$ cat src/rtl/btn_event_pkg.sv
// Shared state encoding for the button event decoder.
package btn_event_pkg;

    localparam int STATE_W = 3;

    typedef enum logic [STATE_W-1:0] {
        S_IDLE  = 3'd0,
        S_DOWN  = 3'd1,
        S_LONG  = 3'd2,
        S_GAP   = 3'd3,
        S_DOWN2 = 3'd4
    } state_t;

endpackage

$ cat src/rtl/btn_edge_det.sv
// Two-flop level register that turns the debounced level into rise/fall pulses.
module btn_edge_det (
    input  logic clk,
    input  logic rst_n,
    input  logic level,
    output logic rise,
    output logic fall
);

    logic lvl_q;
    logic lvl_p;

    // Register the level twice so edges are judged on two aligned samples.
    always_ff @(posedge clk) begin
        if (!rst_n) begin
            lvl_q <= 1'b0;
            lvl_p <= 1'b0;
        end else begin
            lvl_q <= level;
            lvl_p <= lvl_q;
        end
    end

    assign rise = lvl_q & ~lvl_p;
    assign fall = ~lvl_q & lvl_p;

endmodule

$ cat src/rtl/btn_event_decoder.sv
// Classifies a debounced button level into press/release/click/double/long strobes.
module btn_event_decoder
    import btn_event_pkg::*;
#(
    parameter int LONG_CNT = 8,
    parameter int DBL_CNT  = 6,
    parameter int CNT_W    = 26
) (
    input  logic               i_clk,
    input  logic               i_rst_n,
    input  logic               i_level,
    output logic               o_press,
    output logic               o_release,
    output logic               o_click,
    output logic               o_dbl_click,
    output logic               o_long,
    output logic [STATE_W-1:0] o_state,
    output logic               o_busy
);

    localparam logic [CNT_W-1:0] LONG_TERM = CNT_W'(LONG_CNT - 1);
    localparam logic [CNT_W-1:0] DBL_TERM  = CNT_W'(DBL_CNT - 1);

    logic             rise;
    logic             fall;
    state_t           state;
    state_t           state_nxt;
    logic [CNT_W-1:0] cnt;
    logic             press_nxt;
    logic             release_nxt;
    logic             click_nxt;
    logic             dbl_nxt;
    logic             long_nxt;

    btn_edge_det u_edge (
        .clk   (i_clk),
        .rst_n (i_rst_n),
        .level (i_level),
        .rise  (rise),
        .fall  (fall)
    );

    // Next-state and strobe decode; an edge always beats a terminal count.
    always_comb begin
        state_nxt   = state;
        press_nxt   = 1'b0;
        release_nxt = 1'b0;
        click_nxt   = 1'b0;
        dbl_nxt     = 1'b0;
        long_nxt    = 1'b0;
        case (state)
            S_IDLE: begin
                if (rise) begin
                    state_nxt = S_DOWN;
                    press_nxt = 1'b1;
                end
            end
            S_DOWN: begin
                if (fall) begin
                    state_nxt   = S_GAP;
                    release_nxt = 1'b1;
                end else if (cnt == LONG_TERM) begin
                    state_nxt = S_LONG;
                    long_nxt  = 1'b1;
                end
            end
            S_LONG: begin
                if (fall) begin
                    state_nxt   = S_IDLE;
                    release_nxt = 1'b1;
                end
            end
            S_GAP: begin
                if (rise) begin
                    state_nxt = S_DOWN2;
                    press_nxt = 1'b1;
                    dbl_nxt   = 1'b1;
                end else if (cnt == DBL_TERM) begin
                    state_nxt = S_IDLE;
                    click_nxt = 1'b1;
                end
            end
            S_DOWN2: begin
                if (fall) begin
                    state_nxt   = S_IDLE;
                    release_nxt = 1'b1;
                end
            end
            default: state_nxt = S_IDLE;
        endcase
    end

    // State and strobe registers, so every output changes on the same edge.
    always_ff @(posedge i_clk) begin
        if (!i_rst_n) begin
            state       <= S_IDLE;
            o_press     <= 1'b0;
            o_release   <= 1'b0;
            o_click     <= 1'b0;
            o_dbl_click <= 1'b0;
            o_long      <= 1'b0;
        end else begin
            state       <= state_nxt;
            o_press     <= press_nxt;
            o_release   <= release_nxt;
            o_click     <= click_nxt;
            o_dbl_click <= dbl_nxt;
            o_long      <= long_nxt;
        end
    end

    // Shared hold/gap timer: restarts on every state change, runs only while timing.
    always_ff @(posedge i_clk) begin
        if (!i_rst_n) begin
            cnt <= '0;
        end else if (state_nxt != state) begin
            cnt <= '0;
        end else if (state == S_DOWN || state == S_GAP) begin
            cnt <= cnt + CNT_W'(1);
        end
    end

    assign o_state = state;
    assign o_busy  = (state != S_IDLE);

endmodule

$ cat config.mk
export PLATFORM = sky130hd
export DESIGN_NAME = btn_event_decoder
export DESIGN_NICKNAME = d
export VERILOG_FILES = /design/src/rtl/btn_event_pkg.sv /design/src/rtl/btn_edge_det.sv /design/src/rtl/btn_event_decoder.sv
export SDC_FILE = /design/constraint.sdc
export NUM_CORES = 1
export LEC_CHECK = 0
export ABC_AREA = 0
export BUFFER_PORTS_ARGS = -buffer_cell sky130_fd_sc_hd__clkbuf_2
export CAP_MARGIN = 20
export CORE_UTILIZATION = 47
export DETAILED_ROUTE_END_ITERATION = 10
export GPL_TIMING_DRIVEN = 1
export PLACE_DENSITY = 0.61
export SLEW_MARGIN = 25
export SYNTH_ARGS = -nofsm -noshare
export SYNTH_HDL_FRONTEND = slang
export SYNTH_SLANG_ARGS = --single-unit
$ cat constraint.sdc
create_clock -name i_clk -period 2.7 [get_ports i_clk]
set_input_delay 0.135 -clock i_clk [delete_from_list [all_inputs] [get_ports i_clk]]
set_output_delay 0.135 -clock i_clk [all_outputs]
set_load 0.02 [all_outputs]
Yosys cells after proc, flatten, opt, wreduce, memory -nomap -nowiden:

Index checks and enable logic that the tools add are counted.

* register bits after elaboration: 36
* bits of input ports: 3
* output and inout bits: 9

* add/sub/neg operators: 1
* eq/ne operators: 7
* mux-type cells: 11
* bitwise logic cells: 7
* reductions and logical operators: 12

Operators by type and width (number)
* $eq A26 B3 Y1 const B: 2
* $add A26 B1 Y26 const B: 1
* $mux W3: 6
* $pmux W3 S4: 1
* $reduce_or A3 Y1: 3
* $eq A3 B2 Y1 const B: 2
* $reduce_and A2 Y1: 3
* $reduce_or A2 Y1: 3
* $not A1 Y1: 5
* $mux W1: 4
* $eq A3 B1 Y1 const B: 1
* $eq A3 B3 Y1 const B: 1
* $logic_not A3 Y1: 1
* $ne A3 B3 Y1: 1
* $reduce_bool A3 Y1: 1
* $and A1 B1 Y1: 2
* $logic_or A1 B1 Y1: 1

Depth between registers and ports, before layout:

Gate-level depths: netlist of run 1.

* depth in word-level cells: 6
* mapped depth: 8
* depth with buffers taken out: 6

Modules after synthesis:

From an unflattened synthesis of run 1, not the netlist that was laid out.

* cells, all modules: 212
* area, all modules: 1808.0 sq um

By module, submodules not included
* btn_event_decoder: times used 1, cells each 206, area an instance 1742.9 sq um, seq. area each 680.7 sq um
* btn_edge_det: times used 1, cells each 6, area an instance 65.1 sq um, seq. area each 40.0 sq um

Worst setup path after synthesis of run 1:

No wires, ideal clock.

* path kind: register -> register
* start: register state[1] (netlist: o_state[1])
* end: register cnt[1]
* data arrival time: 1.606 ns
* setup slack: 0.991 ns
* stages on the path, launching flop included: 8
* clock period less this slack: 1.709 ns
* cell sequence: dfxtp_1 > buf_2 > inv_1 > nand3_1 > o2111ai_1 > a221o_1 > buf_4 > a2111oi_2

* longest elaborated chain between the ends: 5
* elaborated cells between the ends (all ways): 16

RTL lines
* start, declared: line btn_event_decoder.sv:26 `state_t state;`
* start signal, assigned: line btn_event_decoder.sv:103 `state <= state_nxt;`
* $eq A3 B3 Y1, or another cell as far along: line btn_event_decoder.sv:51 `case (state)`
* $reduce_or A2 Y1 (no source line), or another cell as far along
* $pmux W3 S4: line btn_event_decoder.sv:51
* $ne A3 B3 Y1: line btn_event_decoder.sv:116 `end else if (state_nxt != state) begin`
* $reduce_or A2 Y1 (no source line)
* end signal, assigned: line btn_event_decoder.sv:119 `cnt <= cnt + CNT_W'(1);`
* end, declared: line btn_event_decoder.sv:28 `logic [CNT_W-1:0] cnt;`

Parallel ways exist; a longest one is shown, timed or not.
A chain may end at the register's enable or synchronous reset.

Final worst setup path of run 1:

* start: register cnt[9]
* end: register cnt[20]

* longest elaborated chain between the ends: 6
* elaborated cells between the ends (all ways): 10

RTL lines (line)
* $eq A26 B3 Y1, on equally long branches: btn_event_decoder.sv:78, btn_event_decoder.sv:62
* $mux W3, on equally long branches: btn_event_decoder.sv:78, btn_event_decoder.sv:62
* $mux W3, on equally long branches: btn_event_decoder.sv:74, btn_event_decoder.sv:59
* $pmux W3 S4: btn_event_decoder.sv:51
* $ne A3 B3 Y1: btn_event_decoder.sv:116
* $reduce_or A2 Y1 (no source line)

Parallel ways exist; a longest one is shown, timed or not.

==> results of run 1 <==
## cells in the mapped netlist
cell type,count
nand3_1,12
and2_1,3
and3_1,4
buf_2,2
o21ai_0,5
nor3_1,34
nand2b_1,3
nand4_2,2
dfxtp_1,36
and4_1,3
o2111a_1,1
a31o_2,1
inv_1,9
a221o_1,1
a2111oi_0,2
a21oi_1,2
xnor2_1,21
ha_1,2
nor4b_2,1
nand4_1,2
buf_6,6
xor2_1,5
a2111oi_2,1
or3_1,1
nor2_1,11
nor4b_1,1
buf_4,2
o21a_1,1
clkbuf_1,4
nor2b_1,3
o211a_1,1
and3b_1,1
nand2_1,9
or4_1,1
o2111ai_1,1
or3_4,1
o311a_1,1
nor4_1,14
## state kept, by name, indices dropped and copies added, names as in the netlist
signal        flops
u_edge.lvl_p      1
cnt              26
o_click           1
o_state           3
o_release         1
u_edge.lvl_q      1
o_long            1
o_dbl_click       1
o_press           1
## logic make-up (layout without fill, tap and decap cells)
family | Yosys count | in the layout | share of synthesized area, %
buffers and inverters | 23 | 33 | 7.67
XOR/XNOR | 26 | 26 | 12.3
AO/OA/AOI/OAI | 17 | 17 | 7.26
flip-flops | 36 | 36 | 39.1
AND/OR/NAND/NOR | 106 | 106 | 32.3
adder cells (fa/ha/maj) | 2 | 2 | 1.36
## through the flow
| step | std cells | utilization [%] | power (uW) | setup slack [ns] | hold slack, ns |
|---|---|---|---|---|---|
| floorplan | 210 | - | 620 | 0.991 | 0.253 |
| global placement | 260 | 50.8 | 627 | 0.676 | 0.347 |
| detailed placement | 260 | 50.8 | 629 | 0.647 | 0.357 |
| CTS | 268 | 53.3 | 1020 | 0.615 | 0.0542 |
| global route | 268 | 53.3 | 1050 | 0.445 | 0.0626 |
| finish | 268 | 53.3 | 1000 | 0.576 | 0.0688 |
## per-layer routing
metal	vias up	track usage, %
met3	11	5.81
met4	0	12.2
met2	43	35.7
li1	771	-
met5	-	0
met1	714	24.5
## where the power goes
part | switching, uW | total (uW) | internal (uW)
clock network | 176 | 383 | 208
logic | 50.2 | 76.4 | 26.2
registers | 5.06 | 542 | 537
total | 231 | 1000 | 771
## cells in the final DEF, fill, tap and decap left out, types with 2 or more instances in the layout
master / instances
nand2_1: 9
nand3_1: 12
and3_1: 4
inv_1: 9
nor3_1: 34
clkbuf_2: 11
nor4_1: 14
and4_1: 3
clkbuf_1: 2
clkbuf_8: 6
ha_1: 2
a2111oi_0: 2
nand4_1: 2
xnor2_1: 21
nand2b_1: 3
nor2b_1: 3
buf_4: 5
xor2_1: 5
a21oi_1: 2
nor2_1: 11
o21ai_0: 5
dfxtp_1: 36
nand4_2: 2
and2_1: 3
## final cells by class
cell class              count  area (sq um)
inverters                   9          33.8
clock buffers               8          90.1
well taps                  48          60.1
multi-input cells         151           982
repair buffers             16          92.6
fillers                   368          1740
flip-flops and latches     36           721
## path summary, 6_finish.rpt
kind         slack [ns]            to    startpoint  cells after the start
max reg2reg        0.58       cnt[20]        cnt[9]                      6
min reg2reg        0.51  u_edge.lvl_p  u_edge.lvl_q                      1
min                0.07  u_edge.lvl_q       i_level                      2
max                0.58       cnt[20]        cnt[9]                      6
## critical path, delay by kind of cell (launching register included)
family	cells	cell delay (ns)
AND/OR/NAND/NOR	4	1.18
AO/OA/AOI/OAI	1	0.17
flip-flops	1	0.34
buffers and inverters	1	0.29
==> flow_metrics.env, run 1 <==
export IMPL_num_antenna_cells=0
export IMPL_track_usage_pct=21.4
export IMPL_wl_met3_um=143
export IMPL_overflow=0
export IMPL_dr_wl_met2_mm=1.87
export IMPL_synthCells=210
export IMPL_crit_type="reg2reg"
export IMPL_yosysSeqAreaShare_pct=39.1
export IMPL_syn_area_sq_mm=0.00184
export IMPL_drive_gt1_share_pct=12.7
export IMPL_ys_types=38
export IMPL_drv_slew=0
export IMPL_drv_cap=0
export IMPL_irDropWorstVdd_mv=0.260
export IMPL_dp_hpwl_mm=2.66
export IMPL_grt_max_degree=27
export IMPL_path_cells="nor4_1 > nand4_1 > nor4b_2 > o211a_1 > buf_4 > nor3_1"
export IMPL_wirelength_mm=3.85
export IMPL_power_static_leakage_uw=0.000674
export IMPL_path_clk_slew_ns=0.06
export IMPL_postRouteAntennaNets=0
export IMPL_rsz0062_at_grt="no"
export IMPL_cts_tree="done"
export IMPL_outcome="completed"
export IMPL_yosys_area_top_type_share_pct=39.1
export IMPL_die_y_um=64.6
export IMPL_drc_errors=0
export IMPL_placementRows=22
export IMPL_cts_path_max_buffers=2
export IMPL_initial_core_util_pct=49.6
export IMPL_cp_slowest_cell="nor4_1"
export IMPL_setup_worst_path_start_class="register"
export IMPL_synth_seq_cells=36
export IMPL_clock_skew_ns=0.00367
export IMPL_grt_pass1_wl_mm=6.73
export IMPL_grt_pass1_vias=1475
export IMPL_worst_setup_path_end_kind="register"
export IMPL_hold_path_class="in2reg"
export IMPL_clk_latency_ns=0.28
export IMPL_post_cts_buffers=0
export IMPL_clkSinkCount=36
export IMPL_cts_max_level=2
export IMPL_placed_cell_area_sq_mm=0.00189
export IMPL_io_buffers=11
export IMPL_worstPathRequired_ns=2.86
export IMPL_first_iter_violations=96
export IMPL_cts_root_buffer="clkbuf_8"
export IMPL_syn_area_per_cell_sq_um=8.78
export IMPL_design_portCount=12
export IMPL_fp_dieW_um=64.6
export IMPL_tightest_slew_ns=0.745
export IMPL_area_growth_pct=7.33
export IMPL_postLayoutCellArea_sq_mm=0.00198
export IMPL_antenna_found_initial=0
export IMPL_setup_tns_final_ns=0
export IMPL_cts_repair_resized=0
export IMPL_cp_arrival_ns=2.28
export IMPL_wl_met1_mm=1.73
export IMPL_hold_viol=0
export IMPL_setup_viol=0
export IMPL_wl_per_cell_um=14.4
export IMPL_slew_limit_headroom_pct=49.0
export IMPL_numCtsBuffers=5
export IMPL_yosysTopAreaCell="dfxtp_1"
export IMPL_nets=224
export IMPL_viasPerCell=5.74
export IMPL_syn_nets=215
export IMPL_dr_pass1_iters=4
export IMPL_fin_crit_sh_pct=78.7
export IMPL_synth_area_top_cells="dfxtp_1, xnor2_1, nor3_1"
export IMPL_vias=1539
export IMPL_critPathMaxStageDelay_ns=0.37
export IMPL_ys_warn_count=0
export IMPL_holdBufCountCts=0
export IMPL_routabilityCongestion=0.844
export IMPL_p_per_area_mw_per_mm2=506
export IMPL_core_sq_mm=0.00372
export IMPL_fmax_mhz=471
export IMPL_fin_crit_ns=2.12
export IMPL_crit_fanout=26
export IMPL_highest_layer="met4"
export IMPL_die_area_sq_mm=0.00418
Note: power is estimated with default switching activity, not from simulation.
==> run 2: changes to the inputs <==
==> constraint.sdc (replaced) <==
create_clock -name i_clk -period 2 [get_ports i_clk]
set_input_delay 0.1 -clock i_clk [delete_from_list [all_inputs] [get_ports i_clk]]
set_output_delay 0.1 -clock i_clk [all_outputs]
set_load 0.02 [all_outputs]
==> flow_metrics.env, run 2 (synthesized netlist as in run 1, its figures left out) <==
export IMPL_outcome="completed"
export IMPL_viasPerCell=5.80
export IMPL_cp_arrival_ns=2.01
export IMPL_ff2ff_path_depth=7
export IMPL_overflow=0
export IMPL_wirelength_mm=3.85
export IMPL_layout_common_cells="dfxtp_1, nor3_1, xnor2_1"
export IMPL_irDropWorstVdd_mv=0.431
export IMPL_path_clk_slew_ns=0.07
export IMPL_multiInputGateArea_sq_mm=0.00104
export IMPL_placed_cell_area_sq_mm=0.00198
export IMPL_drv_cap=0
export IMPL_fin_ws_ns=0.170
export IMPL_postRouteAntennaNets=0
export IMPL_cts_path_max_buffers=2
export IMPL_p_int_uw=1010
export IMPL_drv_slew=0
export IMPL_crit_type="reg2reg"
export IMPL_grt_max_degree=27
export IMPL_tightest_slew_ns=0.534
export IMPL_largest_register="cnt"
export IMPL_slew_limit_headroom_pct=63.5
export IMPL_setup_worst_path_start_class="register"
export IMPL_postLayoutCellArea_sq_mm=0.00213
export IMPL_numCtsBuffers=5
export IMPL_crit_fanout=8
export IMPL_p_clk_share_pct=35.8
export IMPL_initial_core_util_pct=49.6
export IMPL_fin_crit_sh_pct=91.5
export IMPL_setup_viol=0
export IMPL_worstPathRequired_ns=2.18
export IMPL_drc_errors=0
export IMPL_power_switching_uw=312
export IMPL_pwr_share_seq_pct=55.3
export IMPL_largest_register_ffs=26
export IMPL_cts_max_level=2
export IMPL_power_static_leakage_uw=0.000751
export IMPL_dp_hpwl_mm=2.72
export IMPL_cts_root_buffer="clkbuf_8"
export IMPL_holdBufCountCts=0
export IMPL_reg2reg_to="cnt[4]"
export IMPL_fmax_mhz=546
export IMPL_total_power_uw=1320
export IMPL_vias=1606
export IMPL_worst_setup_path_end_kind="register"
export IMPL_setup_tns_final_ns=0
export IMPL_hold_ws_ns=0.0244
export IMPL_die_y_um=64.6
export IMPL_first_iter_violations=113
export IMPL_antenna_found_initial=0
export IMPL_clkSinkCount=36
export IMPL_rr_startpoint="cnt[8]"
export IMPL_grt_pass1_wl_mm=6.78
export IMPL_nets=234
export IMPL_design_portCount=12
export IMPL_cp_startpoint="cnt[8]"
export IMPL_core_sq_mm=0.00372
export IMPL_ff2ff_setup_slack_ns=0.17
export IMPL_fp_dieW_um=64.6
export IMPL_rsz0062_at_grt="no"
export IMPL_cts_tree="done"
export IMPL_wl_per_cell_um=13.9
export IMPL_area_growth_pct=15.3
export IMPL_clk_latency_ns=0.28
export IMPL_clock_skew_ns=0.00726
export IMPL_p_per_area_mw_per_mm2=621
export IMPL_placementRows=22
export IMPL_fillers=341
export IMPL_pre_cts_ws_ns=0.100
export IMPL_final_common_cell="dfxtp_1"
export IMPL_die_area_sq_mm=0.00418
export IMPL_switching_share_pct=23.6
export IMPL_seqCellArea_sq_um=721
export IMPL_combPwrFrac_pct=8.9
export IMPL_track_usage_pct=21.0
export IMPL_num_antenna_cells=0
export IMPL_grt_pass1_vias=1546
export IMPL_dr_pass1_iters=4
export IMPL_crit_end="cnt[4]"
export IMPL_fin_crit_ns=1.83
export IMPL_routabilityCongestion=0.797
export IMPL_hold_path_class="in2reg"
export IMPL_drive_gt1_share_pct=20.5
export IMPL_hold_viol=0
export IMPL_io_buffers=11
## run 2: changes by cell type in the layout (fill, tap and decap cells not counted), moves of 2 or more
cell / delta
nor4_2: +6
buf_4: +8
buf_12: +2
nor4_1: -6
## run 2: per-stage QoR
step | utilization, % | std cells
6_report | 57.2 | 277
5_1_grt | 57.2 | 277
4_1_cts | 55.4 | 276
3_5_place_dp | 53.3 | 269
3_3_place_gp | 53.3 | 269
2_1_floorplan | - | 210
## run 2: worst min path at each step
stage            start  slack [ns]  cells after the start      endpoint
3_3_place_gp   i_level        0.31                      2  u_edge.lvl_q
5_1_grt        i_level        0.03                      2  u_edge.lvl_q
3_5_place_dp   i_level        0.31                      2  u_edge.lvl_q
6_report       i_level        0.02                      2  u_edge.lvl_q
4_1_cts        i_level        0.02                      2  u_edge.lvl_q
2_1_floorplan  i_rst_n        0.22                      1    o_state[0]
## run 2: routing by layer
metal / part of all wire, % / vias up / track usage, %
li1: - / 793 / -
met1: 44 / 768 / 24.5
met2: 50 / 39 / 36.6
met3: 3.5 / 6 / 5.46
met4: 1.6 / 0 / 8.06
met5: 0 / - / 0
## run 2: worst max-delay path, cell delays in order, from the launching register on
cell     delay, ns
dfxtp_1       0.33
nor4_1        0.34
nand4_1       0.13
buf_4         0.18
nor4b_2       0.27
o211a_1       0.24
buf_4         0.18
nor3_1        0.07
## run 2: power by group through the flow
stage / registers [uW] / clock network (uW) / logic, uW
after global routing: 731 / 519 / 130
after detailed placement: 747 / 0 / 118
final: 731 / 473 / 118
after global placement: 746 / 0 / 115
after floorplan: 750 / 0 / 87.4
after CTS: 730 / 494 / 119
## run 2: area by class of cell
cell class	count	share of cell area, %
Clock buffer	6	3.41
Clock inverter	1	0.235
Inverter	9	1.59
Multi-Input combinational cell	151	49.0
Sequential cell	36	33.9
Tap cell	48	2.82
Timing Repair Buffer	26	9.06
## run 2: what timing repair did
| action | CTS | global route |
|---|---|---|
| setup buffers | 0 | 1 |
| resized for setup | 0 | 10 |
| endpoints found under the setup margin | 0 | 27 |
==> run 3: changes to the inputs <==
--- a/config.mk
+++ b/config.mk
@@ -8,10 +8,12 @@
 export ABC_AREA = 0
 export BUFFER_PORTS_ARGS = -buffer_cell sky130_fd_sc_hd__clkbuf_2
 export CAP_MARGIN = 20
-export CORE_UTILIZATION = 47
+export CELL_PAD_IN_SITES_DETAIL_PLACEMENT = 0
+export CELL_PAD_IN_SITES_GLOBAL_PLACEMENT = 1
+export CORE_UTILIZATION = 45
 export DETAILED_ROUTE_END_ITERATION = 10
 export GPL_TIMING_DRIVEN = 1
-export PLACE_DENSITY = 0.61
+export PLACE_DENSITY = 0.74
 export SLEW_MARGIN = 25
 export SYNTH_ARGS = -nofsm -noshare
 export SYNTH_HDL_FRONTEND = slang
==> constraint.sdc (replaced) <==
create_clock -name i_clk -period 1.9 [get_ports i_clk]
set_input_delay 0.095 -clock i_clk [delete_from_list [all_inputs] [get_ports i_clk]]
set_output_delay 0.095 -clock i_clk [all_outputs]
set_load 0.02 [all_outputs]
==> flow_metrics.env, run 3 (synthesized netlist as in run 1, its figures left out) <==
export IMPL_fp_dieW_um=66.0
export IMPL_numCtsBuffers=5
export IMPL_first_iter_violations=76
export IMPL_tightest_slew_ns=0.581
export IMPL_cts_root_buffer="clkbuf_8"
export IMPL_hold_viol=0
export IMPL_final_common_cell="buf_4"
export IMPL_dr_pass1_iters=4
export IMPL_die_area_sq_mm=0.00436
export IMPL_layout_common_cells="buf_4, dfxtp_1, nor3_1"
export IMPL_drc_errors=0
export IMPL_dp_hpwl_mm=3.03
export IMPL_routabilityCongestion=0.839
export IMPL_num_antenna_cells=0
export IMPL_hold_path_class="in2reg"
export IMPL_power_static_leakage_uw=0.000935
export IMPL_clk_latency_ns=0.29
export IMPL_cp_arrival_ns=2.14
export IMPL_drv_slew=0
export IMPL_area_growth_pct=30.8
export IMPL_grt_max_degree=27
export IMPL_pre_cts_ws_ns=-0.197
export IMPL_largest_register="cnt"
export IMPL_grt_pass1_wl_mm=7.70
export IMPL_worst_setup_path_end_kind="register"
export IMPL_core_sq_mm=0.00380
export IMPL_drv_cap=0
export IMPL_fin_crit_sh_pct=103
export IMPL_final_core_util_pct=63.5
export IMPL_fmax_mhz=510
export IMPL_p_per_area_mw_per_mm2=669
export IMPL_critPathMaxStageDelay_ns=0.34
export IMPL_clkSinkCount=36
export IMPL_crit_type="reg2reg"
export IMPL_cpMostUsedCell="buf_4"
export IMPL_worstPathRequired_ns=2.08
export IMPL_overflow=0
export IMPL_grt_pass1_vias=1670
export IMPL_cts_tree="done"
export IMPL_failed_checks="negative setup slack"
export IMPL_path_cells="nor4_2 > buf_4 > nand4_1 > buf_4 > o21ai_0 > a221o_1 > buf_12 > nor3_1"
export IMPL_cts_path_max_buffers=2
export IMPL_wirelength_mm=4.45
export IMPL_placementRows=22
export IMPL_hold_ws_ns=0.0121
export IMPL_wl_per_cell_um=14.5
export IMPL_die_y_um=66.0
export IMPL_largest_register_ffs=26
export IMPL_antenna_found_initial=0
export IMPL_irDropWorstVdd_mv=0.455
export IMPL_total_power_uw=1610
export IMPL_crit_fanout=26
export IMPL_clock_skew_ns=0.00453
export IMPL_fillers=332
export IMPL_track_usage_pct=23.5
export IMPL_initial_core_util_pct=48.6
export IMPL_holdBufCountCts=0
export IMPL_nets=263
export IMPL_design_portCount=12
export IMPL_cts_max_level=2
export IMPL_fin_crit_ns=1.96
export IMPL_setup_viol=26
export IMPL_slew_limit_headroom_pct=61.2
export IMPL_fin_ws_ns=-0.0591
export IMPL_rsz0062_at_grt="yes"
export IMPL_postRouteAntennaNets=0
export IMPL_cp_slowest_cell="dfxtp_2"
export IMPL_io_buffers=11
export IMPL_setup_worst_path_start_class="register"
export IMPL_drive_gt1_share_pct=29.7
export IMPL_path_clk_slew_ns=0.08
export IMPL_outcome="complete, but fails checks"
export IMPL_viasPerCell=5.52
export IMPL_vias=1694
==> run 3: changes by cell type in the layout (fill, tap and decap cells not counted), sizes merged <==
cell    delta
bufinv     +1
buf       +29
==> run 3: worst paths after layout <==
check	start	end	slack (ns)	depth (start not counted)
hold / removal	i_level	u_edge.lvl_q	0.01	2
hold reg to reg	u_edge.lvl_q	u_edge.lvl_p	0.52	1
setup / recovery	cnt[25]	cnt[6]	-0.06	8
setup reg to reg	cnt[25]	cnt[6]	-0.06	8
==> run 3: per-layer routing <==
layer / global-route usage (%) / part of all wire (%)
met5: 0 / 0
met4: 6.91 / 1.3
met3: 6.38 / 4.8
met2: 39.4 / 48
met1: 29.3 / 46
==> run 3: worst max-delay path, delay by kind of cell (launching register included) <==
family / cells / cell delay, ns
AO/OA/AOI/OAI: 2 / 0.45
buffers and inverters: 3 / 0.54
flip-flops: 1 / 0.34
AND/OR/NAND/NOR: 3 / 0.52
==> run 3: what timing repair did <==
| item | in CTS | in global routing |
|---|---|---|
| resized for setup | 13 | 1 |
| pin swaps | 6 | 0 |
| endpoints found under the setup margin | 28 | 28 |
| cloned | 2 | 0 |
| buffers inserted | 5 | 0 |
==> run 3: power by group <==
| part | switching, uW | total, uW | internal, uW |
|---|---|---|---|
| clock network | 284 | 674 | 389 |
| logic | 88.4 | 174 | 85.2 |
| registers | 5.27 | 767 | 762 |
==> run 3: cell type report <==
class	instances	area [sq um]	share of cell area, %
Multi-Input combinational cell	151	1030	42.8
Tap cell	48	60.1	2.49
Clock buffer	6	72.6	3.01
Clock inverter	2	35.0	1.45
Sequential cell	36	723	30.0
Timing Repair Buffer	55	454	18.8
Inverter	9	33.8	1.40
==> run 3: stage by stage <==
stage / area [sq um] / instances / TNS, ns
final: 2410 / 307 / -1.19
after global routing: 2410 / 307 / -3.70
after CTS: 2410 / 307 / -0.0178
after detailed placement: 2170 / 294 / -4.70
after global placement: 2170 / 294 / -2.05
after floorplan: 1840 / 210 / 0
